## config.mk

```make
export PLATFORM = sky130hd
export DESIGN_NAME = seq_signed_divider
export DESIGN_NICKNAME = d
export VERILOG_FILES = /design/src/rtl/arith_pkg.sv /design/src/rtl/twos_abs.sv /design/src/rtl/seq_signed_divider.sv
export SDC_FILE = /design/constraint.sdc
export NUM_CORES = 1
export LEC_CHECK = 0
export BUFFER_PORTS_ARGS = -buffer_cell sky130_fd_sc_hd__buf_4
export CORE_MARGIN = 4
export CORE_UTILIZATION = 45
export DETAILED_ROUTE_END_ITERATION = 8
export PLACE_DENSITY = 0.71
export SETUP_SLACK_MARGIN = 0.02
export SLEW_MARGIN = 25
export SYNTH_ARGS = -nofsm -noshare
export SYNTH_HDL_FRONTEND = slang
export SYNTH_SLANG_ARGS = --single-unit
```

## constraint.sdc

```tcl
create_clock -name clk -period 3.95 [get_ports clk]
set_input_delay 0.79 -clock clk [delete_from_list [all_inputs] [get_ports clk]]
set_output_delay 0.79 -clock clk [all_outputs]
set_load 0.02 [all_outputs]
```

## src/rtl/arith_pkg.sv

```systemverilog
// Shared arithmetic-datapath definitions for the Booth multiplier and the signed divider.
// Holds the operand width, the divider FSM encoding and the iteration-count width.
package arith_pkg;

  localparam int N     = 7;
  localparam int DVD_W = 2 * N;
  localparam int CNT_W = $clog2(DVD_W);

  typedef enum logic [2:0] {
    ST_IDLE = 3'd0,
    ST_ABS  = 3'd1,
    ST_DIV  = 3'd2,
    ST_FIX  = 3'd3,
    ST_DONE = 3'd4
  } div_state_e;

  function automatic logic is_busy_state(input div_state_e st);
    return (st == ST_ABS) || (st == ST_DIV) || (st == ST_FIX);
  endfunction

endpackage

```

## src/rtl/twos_abs.sv

```systemverilog
// Conditional two's-complement negate: res = neg ? -val : val.
// Used for operand magnitudes and for re-applying signs to the results.
module twos_abs #(
  parameter int W = 8
) (
  input  logic [W-1:0] val,
  input  logic         neg,
  output logic [W-1:0] res
);

  // conditional negate
  always_comb begin
    if (neg) begin
      res = ~val + {{(W-1){1'b0}}, 1'b1};
    end else begin
      res = val;
    end
  end

endmodule

```

## src/rtl/seq_signed_divider.sv

```systemverilog
// Sequential restoring signed divider: 2N-bit dividend / N-bit divisor, N taken from arith_pkg.
// Define DIV_OVF_CHECK_EN to compute ovf; otherwise ovf is tied low.
module seq_signed_divider
  import arith_pkg::*;
(
  input  logic             clk,
  input  logic             rst,
  input  logic             start,
  input  logic [DVD_W-1:0] dividend,
  input  logic [N-1:0]     divisor,
  output logic [N-1:0]     quotient,
  output logic [N-1:0]     remainder,
  output logic             done,
  output logic             busy,
  output logic             div_zero,
  output logic             ovf
);

`ifdef DIV_OVF_CHECK_EN
  localparam int QW = DVD_W;
  localparam logic [QW-1:0] Q_POS_MAX = QW'((2 ** (N - 1)) - 1);
  localparam logic [QW-1:0] Q_NEG_MAX = QW'(2 ** (N - 1));
`else
  localparam int QW = N;
`endif
  localparam logic [CNT_W-1:0] CNT_LAST = CNT_W'(DVD_W - 1);

  div_state_e state_r, state_nxt_s;

  logic [DVD_W-1:0] dvd_r;
  logic [N-1:0]     dvs_r;
  logic             sign_dvd_r;
  logic             sign_dvs_r;
  logic [DVD_W-1:0] prem_r;
  logic [QW-1:0]    quo_r;
  logic [CNT_W-1:0] cnt_r;

  logic [DVD_W-1:0] mag_dvd_s;
  logic [N-1:0]     mag_dvs_s;
  logic [DVD_W-1:0] shifted_s;
  logic [N+1:0]     trial_s;
  logic             qbit_s;
  logic [DVD_W-1:0] prem_nxt_s;
  logic             q_neg_s;
  logic [N-1:0]     q_signed_s;
  logic [N-1:0]     r_signed_s;
  logic             ovf_calc_s;

  logic [N-1:0] quotient_r, quotient_nxt_s;
  logic [N-1:0] remainder_r, remainder_nxt_s;
  logic         done_r, done_nxt_s;
  logic         busy_r, busy_nxt_s;
  logic         div_zero_r, div_zero_nxt_s;
  logic         ovf_r, ovf_nxt_s;

  assign q_neg_s = sign_dvd_r ^ sign_dvs_r;

  twos_abs #(.W(DVD_W)) u_abs_dvd (.val(dvd_r), .neg(sign_dvd_r), .res(mag_dvd_s));
  twos_abs #(.W(N))     u_abs_dvs (.val(dvs_r), .neg(sign_dvs_r), .res(mag_dvs_s));
  twos_abs #(.W(N))     u_fix_quo (.val(quo_r[N-1:0]),  .neg(q_neg_s),    .res(q_signed_s));
  twos_abs #(.W(N))     u_fix_rem (.val(prem_r[N-1:0]), .neg(sign_dvd_r), .res(r_signed_s));

  // one restoring step; upper partial-remainder bits stay zero, a set bit would force a successful subtract
  always_comb begin
    shifted_s = {prem_r[DVD_W-2:0], dvd_r[DVD_W-1]};
    trial_s   = {1'b0, shifted_s[N:0]} - {2'b00, dvs_r};
    qbit_s    = ~trial_s[N+1] | (|prem_r[DVD_W-1:N]);
    if (qbit_s) begin
      prem_nxt_s = {{(N-1){1'b0}}, trial_s[N:0]};
    end else begin
      prem_nxt_s = shifted_s;
    end
  end

`ifdef DIV_OVF_CHECK_EN
  // quotient range check against the signed N-bit limits
  always_comb begin
    if (q_neg_s) begin
      ovf_calc_s = (quo_r > Q_NEG_MAX);
    end else begin
      ovf_calc_s = (quo_r > Q_POS_MAX);
    end
  end
`else
  assign ovf_calc_s = 1'b0;
`endif

  // state register
  always_ff @(posedge clk or posedge rst) begin
    if (rst) begin
      state_r <= ST_IDLE;
    end else begin
      state_r <= state_nxt_s;
    end
  end

  // next-state logic
  always_comb begin
    state_nxt_s = state_r;
    case (state_r)
      ST_IDLE: begin
        if (start) state_nxt_s = ST_ABS;
        else       state_nxt_s = ST_IDLE;
      end
      ST_ABS: begin
        if (dvs_r == {N{1'b0}}) state_nxt_s = ST_DONE;
        else                    state_nxt_s = ST_DIV;
      end
      ST_DIV: begin
        if (cnt_r == CNT_LAST) state_nxt_s = ST_FIX;
        else                   state_nxt_s = ST_DIV;
      end
      ST_FIX:  state_nxt_s = ST_DONE;
      ST_DONE: begin
        if (start) state_nxt_s = ST_ABS;
        else       state_nxt_s = ST_DONE;
      end
      default: state_nxt_s = ST_IDLE;
    endcase
  end

  // operand latch, magnitude formation and the shift/subtract datapath
  always_ff @(posedge clk or posedge rst) begin
    if (rst) begin
      dvd_r      <= {DVD_W{1'b0}};
      dvs_r      <= {N{1'b0}};
      sign_dvd_r <= 1'b0;
      sign_dvs_r <= 1'b0;
      prem_r     <= {DVD_W{1'b0}};
      quo_r      <= {QW{1'b0}};
      cnt_r      <= {CNT_W{1'b0}};
    end else begin
      case (state_r)
        ST_IDLE, ST_DONE: begin
          if (start) begin
            dvd_r      <= dividend;
            dvs_r      <= divisor;
            sign_dvd_r <= dividend[DVD_W-1];
            sign_dvs_r <= divisor[N-1];
          end
        end
        ST_ABS: begin
          dvd_r  <= mag_dvd_s;
          dvs_r  <= mag_dvs_s;
          prem_r <= {DVD_W{1'b0}};
          quo_r  <= {QW{1'b0}};
          cnt_r  <= {CNT_W{1'b0}};
        end
        ST_DIV: begin
          dvd_r  <= {dvd_r[DVD_W-2:0], 1'b0};
          prem_r <= prem_nxt_s;
          quo_r  <= {quo_r[QW-2:0], qbit_s};
          cnt_r  <= cnt_r + {{(CNT_W-1){1'b0}}, 1'b1};
        end
        default: begin
          cnt_r <= cnt_r;
        end
      endcase
    end
  end

  // next values of the registered outputs
  always_comb begin
    quotient_nxt_s  = quotient_r;
    remainder_nxt_s = remainder_r;
    div_zero_nxt_s  = div_zero_r;
    ovf_nxt_s       = ovf_r;
    done_nxt_s      = 1'b0;
    busy_nxt_s      = is_busy_state(state_nxt_s);
    case (state_r)
      ST_IDLE: begin
        if (start) begin
          div_zero_nxt_s = 1'b0;
          ovf_nxt_s      = 1'b0;
        end else begin
          done_nxt_s = 1'b0;
        end
      end
      ST_ABS: begin
        if (dvs_r == {N{1'b0}}) begin
          div_zero_nxt_s  = 1'b1;
          quotient_nxt_s  = {N{1'b0}};
          remainder_nxt_s = {N{1'b0}};
        end else begin
          div_zero_nxt_s = 1'b0;
        end
      end
      ST_FIX: begin
        quotient_nxt_s  = q_signed_s;
        remainder_nxt_s = r_signed_s;
        ovf_nxt_s       = ovf_calc_s;
      end
      ST_DONE: begin
        if (start) begin
          div_zero_nxt_s = 1'b0;
          ovf_nxt_s      = 1'b0;
          done_nxt_s     = 1'b0;
        end else begin
          done_nxt_s = 1'b1;
        end
      end
      default: begin
        done_nxt_s = 1'b0;
      end
    endcase
  end

  // output registers
  always_ff @(posedge clk or posedge rst) begin
    if (rst) begin
      quotient_r  <= {N{1'b0}};
      remainder_r <= {N{1'b0}};
      done_r      <= 1'b0;
      busy_r      <= 1'b0;
      div_zero_r  <= 1'b0;
      ovf_r       <= 1'b0;
    end else begin
      quotient_r  <= quotient_nxt_s;
      remainder_r <= remainder_nxt_s;
      done_r      <= done_nxt_s;
      busy_r      <= busy_nxt_s;
      div_zero_r  <= div_zero_nxt_s;
      ovf_r       <= ovf_nxt_s;
    end
  end

  assign quotient  = quotient_r;
  assign remainder = remainder_r;
  assign done      = done_r;
  assign busy      = busy_r;
  assign div_zero  = div_zero_r;
  assign ovf       = ovf_r;

endmodule

```

# Word-level counts from Yosys, hierarchy flattened
# Cells that the tools add are included.
[word_totals]
register_bits = 69
in_bits = 24
[classes]
add_sub_neg = 6
eq_ne = 12
muxes = 26
bitwise_logic = 7
n_reduce_logical = 17
[op_table]
columns = ["op", "n"]
rows = [
  ["one-hot mux 7 bit (2 select lines)", 4],
  ["2-to-1 mux 14 bit", 3],
  ["one-hot mux 14 bit (3 select lines)", 1],
  ["2-to-1 mux 7 bit", 5],
  ["one-hot mux 14 bit (2 select lines)", 1],
  ["adder 7 x 1 -> 7 bit, second input constant", 3],
  ["inverter 7 bit", 3],
  ["one-hot mux 3 bit (5 select lines)", 1],
  ["adder 14 x 1 -> 14 bit, second input constant", 1],
  ["inverter 14 bit", 1],
  ["equality test 3 x 2 -> 1 bit, second input constant", 4],
  ["subtractor 8 x 7 -> 9 bit", 1],
  ["one-hot mux 4 bit (2 select lines)", 1],
  ["AND reduction 2 bit", 4],
  ["nonzero test 2 bit", 4],
  ["logical NOT 7 bit", 1],
  ["OR reduction 7 bit", 1],
  ["equality test 3 x 1 -> 1 bit, second input constant", 2],
  ["2-to-1 mux 1 bit", 6],
  ["2-to-1 mux 3 bit", 2],
  ["!= test 2 bit, second input constant", 3],
  ["AND reduction 3 bit", 2],
  ["adder 4 x 1 -> 4 bit, second input constant", 1],
  ["equality test 4 bit, second input constant", 1],
  ["other kinds (10)", 12],
]

# Logic depth before layout (Yosys ltp)
[logic_depth]
ltp_word = 6
depth_mapped = 9

# Hierarchy
# From an unflattened synthesis, not the netlist that was laid out.
[hier_totals]
cells_unflattened = 398
area_unflattened_um2 = 3952.5
[by_module_without_submodules]
columns = ["mod", "n_inst", "cells_per_inst", "area_each_um2", "seq_area_each_um2"]
rows = [
  ["seq_signed_divider", 1, 304, 3204.3, 1701.6],
  ["twos_abs (u_abs_dvs ...)", 3, 19, 148.9, 0.0],
  ["twos_abs (u_abs_dvd)", 1, 37, 301.5, 0.0],
]

# Worst setup path before layout
# Ideal clock, no wire load.
[synth_timing]
path_type = "reg-to-reg"
start = "reg dvd_r[13]"
end = "reg prem_r[2]"
setup_time_ps = 135
arrival_time_ps = 2108
setup_slack_ps = 1707
path_stages_with_launch = 10
path_cell_list = "dfrtp_1 -> inv_1 -> ha_1 -> fa_1 -> nor2b_1 -> o211ai_1 -> a21oi_1 -> or2_2 -> buf_2 -> o211ai_1"
[synth_between]
elab_chain_len = 5
[synth_rtl]
columns = ["element", "line", "rtl"]
rows = [
  ["start: declaration", "seq_signed_divider.sv:30", "logic [DVD_W-1:0] dvd_r;"],
  ["start signal: assignment", "seq_signed_divider.sv:125", "dvd_r <= {DVD_W{1'b0}};"],
  ["start signal: assignment", "seq_signed_divider.sv:136", "dvd_r <= dividend;"],
  ["start signal: assignment", "seq_signed_divider.sv:143", "dvd_r <= mag_dvd_s;"],
  ["subtractor 8 x 7 -> 9 bit *", "seq_signed_divider.sv:66", "trial_s = {1'b0, shifted_s[N:0]} - {2'b00, dvs_r};"],
  ["inverter 1 bit", "seq_signed_divider.sv:67", "qbit_s = ~trial_s[N+1] | (|prem_r[DVD_W-1:N]);"],
  ["bitwise OR 1 bit", "seq_signed_divider.sv:67", ""],
  ["2-to-1 mux 14 bit *", "seq_signed_divider.sv:68", "if (qbit_s) begin"],
  ["one-hot mux 14 bit (2 select lines) *", "seq_signed_divider.sv:133", "case (state_r)"],
  ["end signal: assignment", "seq_signed_divider.sv:129", "prem_r <= {DVD_W{1'b0}};"],
  ["end signal: assignment", "seq_signed_divider.sv:145", "prem_r <= {DVD_W{1'b0}};"],
  ["end signal: assignment", "seq_signed_divider.sv:151", "prem_r <= prem_nxt_s;"],
  ["end: declaration", "seq_signed_divider.sv:34", "logic [DVD_W-1:0] prem_r;"],
]
# Every way passes the cells marked *; elsewhere a longest branch is shown, timed or not.
# A chain may end at the register's enable or synchronous reset.

# Final worst setup path
[layout_timing]
start = "reg dvd_r[13]"
end = "reg prem_r[1]"
# The elaborated chain is that of the path after synthesis.

==> flow_metrics.tcl <==
set metrics [dict create \
    ys_top_cells_by_area "dfrtp_1 (45%), ha_1 (4.3%), o2bb2ai_1 (3.9%)" \
    grtUsageTotal_pct 18.5 \
    status "completed" \
    hp-class "reg -> reg" \
    p_clk_share_pct 15.6 \
    multi_input_area_sq_um 1950 \
    hpwlAfterDp_mm 6.12 \
    arrival_ns 2.68 \
    core.rowCount 33 \
    cts_buffer_depth 2 \
    drv_cap 0 \
    io_pins 42 \
    synth_seq_area_share_pct 44.6 \
    initial_core_util_pct 46.4 \
    ys.flop_type "dfrtp_1" \
    fp.dieW_um 100 \
    postCtsResizedCells 0 \
    hold_viol 0 \
    drtPass1Iterations 4 \
    synth_top_area_share_pct 44.6 \
    critPathMaxFanout 10 \
    antenna_found_initial 0 \
    finalSetupTns_ns 0 \
    port_buffers 40 \
    htreeDepth 3 \
    final_common_cell "dfrtp_1" \
    stdcell_count 543 \
    synth-seq-cells 68 \
    switching_share_pct 44.3 \
    grt_max_degree 36 \
    p_sw_uw 1630 \
    drc 0 \
    fill_cells 743 \
    p_per_area_nw_per_um2 840 \
    finalWeightedCongestion 0.859 \
    drive_gt1_share_pct 18.0 \
    crit_required_ns 4.17 \
    drv_slew 0 \
    finalSetupViolCount 0 \
    worst_setup_path_start_kind "flip-flop" \
    yosysWarningCount 0 \
    yosys.area.top_type "dfrtp_1" \
    grt_remaining_overflow 0 \
    clock_latency_ns 0.35 \
    final_nets 471 \
    numCtsBuffers 9 \
    comb_power_share_pct 49.0 \
    tightest_slew_ns 0.978 \
    worst_setup_path_end_kind "flip-flop" \
    die_y_um 100 \
    avgViaCountPerCell 5.97 \
    min_period_ns 2.46 \
    avgSynthCellArea_sq_um 9.53 \
    fin_ws_ns 1.49 \
    wl_per_cell_um 16.2 \
    p_int_uw 2060 \
    synth.distinct_cells 54 \
    syn-num-nets 438 \
    cts.sinks 68 \
    grt_pass1_wl_mm 14.9 \
    routed_wl_mm 8.80 \
    finClkSkew_ns 0.00955 \
    area_growth_pct 15.3 \
    cts_root_buf "clkbuf_8" \
    core_sq_um 8220 \
    dieArea_sq_um 10000 \
    regArea_sq_um 1700 \
    holdWs_ns 0.491 \
    leakage_uw 0.00192 \
    antenna_cells 0 \
    netlist_area_sq_um 3810 \
    final_cell_mix "dfrtp_1 (68), buf_4 (46), nand2_1 (37)" \
    vias 3239 \
    rsz0062_at_grt "no" \
    place_inst 527 \
    p_seq_share_pct 35.5 \
    fin_crit_sh_pct 62.4 \
    max_freq_ghz 0.406 \
    drt-initial-drc-count 201 \
    synthArstFlopShare_pct 100 \
    cts.hold.buffers_added 0 \
    clk_pin_slew_ns 0.08 \
    synthCells 400 \
    peakVddDrop_mv 0.328 \
    post_cts_buffers 0 \
    synth_edf_count 0 \
    tritoncts "yes" \
    grt_pass1_vias 3060 \
    max_slew_margin_pct 34.8 \
    path_class "reg -> reg" \
    place_ws_ns 1.46 \
    ant_nets 0 \
]
==> cells in the mapped netlist (all sizes together) (3+ instances only) <==
master and n:
a21oi 14, a221oi 3, a22o 11, a22oi 9, a31oi 3, and2 6
buf 8, clkbuf 16, dfrtp 68, ha 13, inv 20, mux2 3
nand2 37, nand2b 3, nand3 9, nand4 3, nor2 26, nor2b 4
nor3 11, nor3b 5, nor4 5, o211ai 10, o21ai 28, o2bb2ai 17
o31ai 10, o41ai 6, or2 5, or3 4, xnor2 10, xor2 6
==> registers in the layout, summed over array words and instances, names as in the netlist <==
signal / cells
quotient: 7
done: 1
dvd_r: 14
busy: 1
dvs_r: 7
sign_dvs_r: 1
div_zero: 1
prem_r: 14
state_r: 3
quo_r: 7
sign_dvd_r: 1
remainder: 7
cnt_r: 4
==> critical path, stage by stage (launching register included) <==
cell and delay, ns:
dfrtp_1 0.40, inv_1 0.06, ha_1 0.24, fa_1 0.41
nor2b_1 0.15, o211ai_1 0.13, a21oi_1 0.52, or2_2 0.32
o211ai_1 0.12
==> power groups by stage <==
stage          combinational [uW]  sequential (uW)  clock [uW]
6_report                     1810             1310         575
5_1_grt                      2020             1360         621
4_1_cts                      1820             1300         584
3_5_place_dp                 1810             1310           0
3_3_place_gp                 1760             1310           0
2_1_floorplan                1370             1260           0
==> path summary, 6_finish.rpt <==
path | slack [ns] | from | cells past startpoint | to
setup / recovery | 1.49 | dvd_r[13] | 8 | prem_r[1]
hold / removal | 0.49 | remainder[5] | 1 | remainder[5]
min in group asynchronous | 0.58 | rst | 2 | busy
max in group asynchronous | 2.44 | rst | 3 | prem_r[3]
setup reg to reg | 1.49 | dvd_r[13] | 8 | prem_r[1]
hold reg to reg | 0.49 | remainder[5] | 1 | remainder[5]
==> through the flow <==
| step | power, uW | utilization [%] | instance area (sq um) |
|---|---|---|---|
| 6_report | 3690 | 53.5 | 4400 |
| 3_3_place_gp | 3070 | 51.1 | 4200 |
| 2_1_floorplan | 2620 | - | 3810 |
| 3_5_place_dp | 3120 | 51.1 | 4200 |
| 5_1_grt | 4000 | 53.5 | 4400 |
| 4_1_cts | 3700 | 53.4 | 4390 |
==> routing by layer <==
| metal | track usage, % | vias to the layer above | share of wire, % |
|---|---|---|---|
| li1 | - | 1544 | - |
| met1 | 26.3 | 1610 | 47 |
| met2 | 28.2 | 71 | 47 |
| met3 | 3.41 | 14 | 4.5 |
| met4 | 7.15 | 0 | 1.7 |
| met5 | 0 | - | 0 |
==> area by class of cell <==
class / instances / area share (%)
sequential: 68 / 38.7
clock buffer: 11 / 2.99
clock inverter: 5 / 1.42
timing repair buffer: 46 / 7.86
inverter: 20 / 1.71
multi-input combinational: 288 / 44.3
tap: 105 / 2.99
==> kinds of logic (layout without fill, tap and decap cells) <==
kind of cell	count (synthesis)	count (layout)	share of synthesized area, %
muxes	5	5	1.41
buffers and inverters	44	82	4.66
AOI/OAI and AO/OA	130	130	24.6
other	1	1	0.0984
xor gates and xnor gates	16	16	3.68
adders and majority gates	14	14	4.79
DFF	68	68	44.6
and+or+nand+nor	122	122	16.1
(Power assumes the default switching activity.)
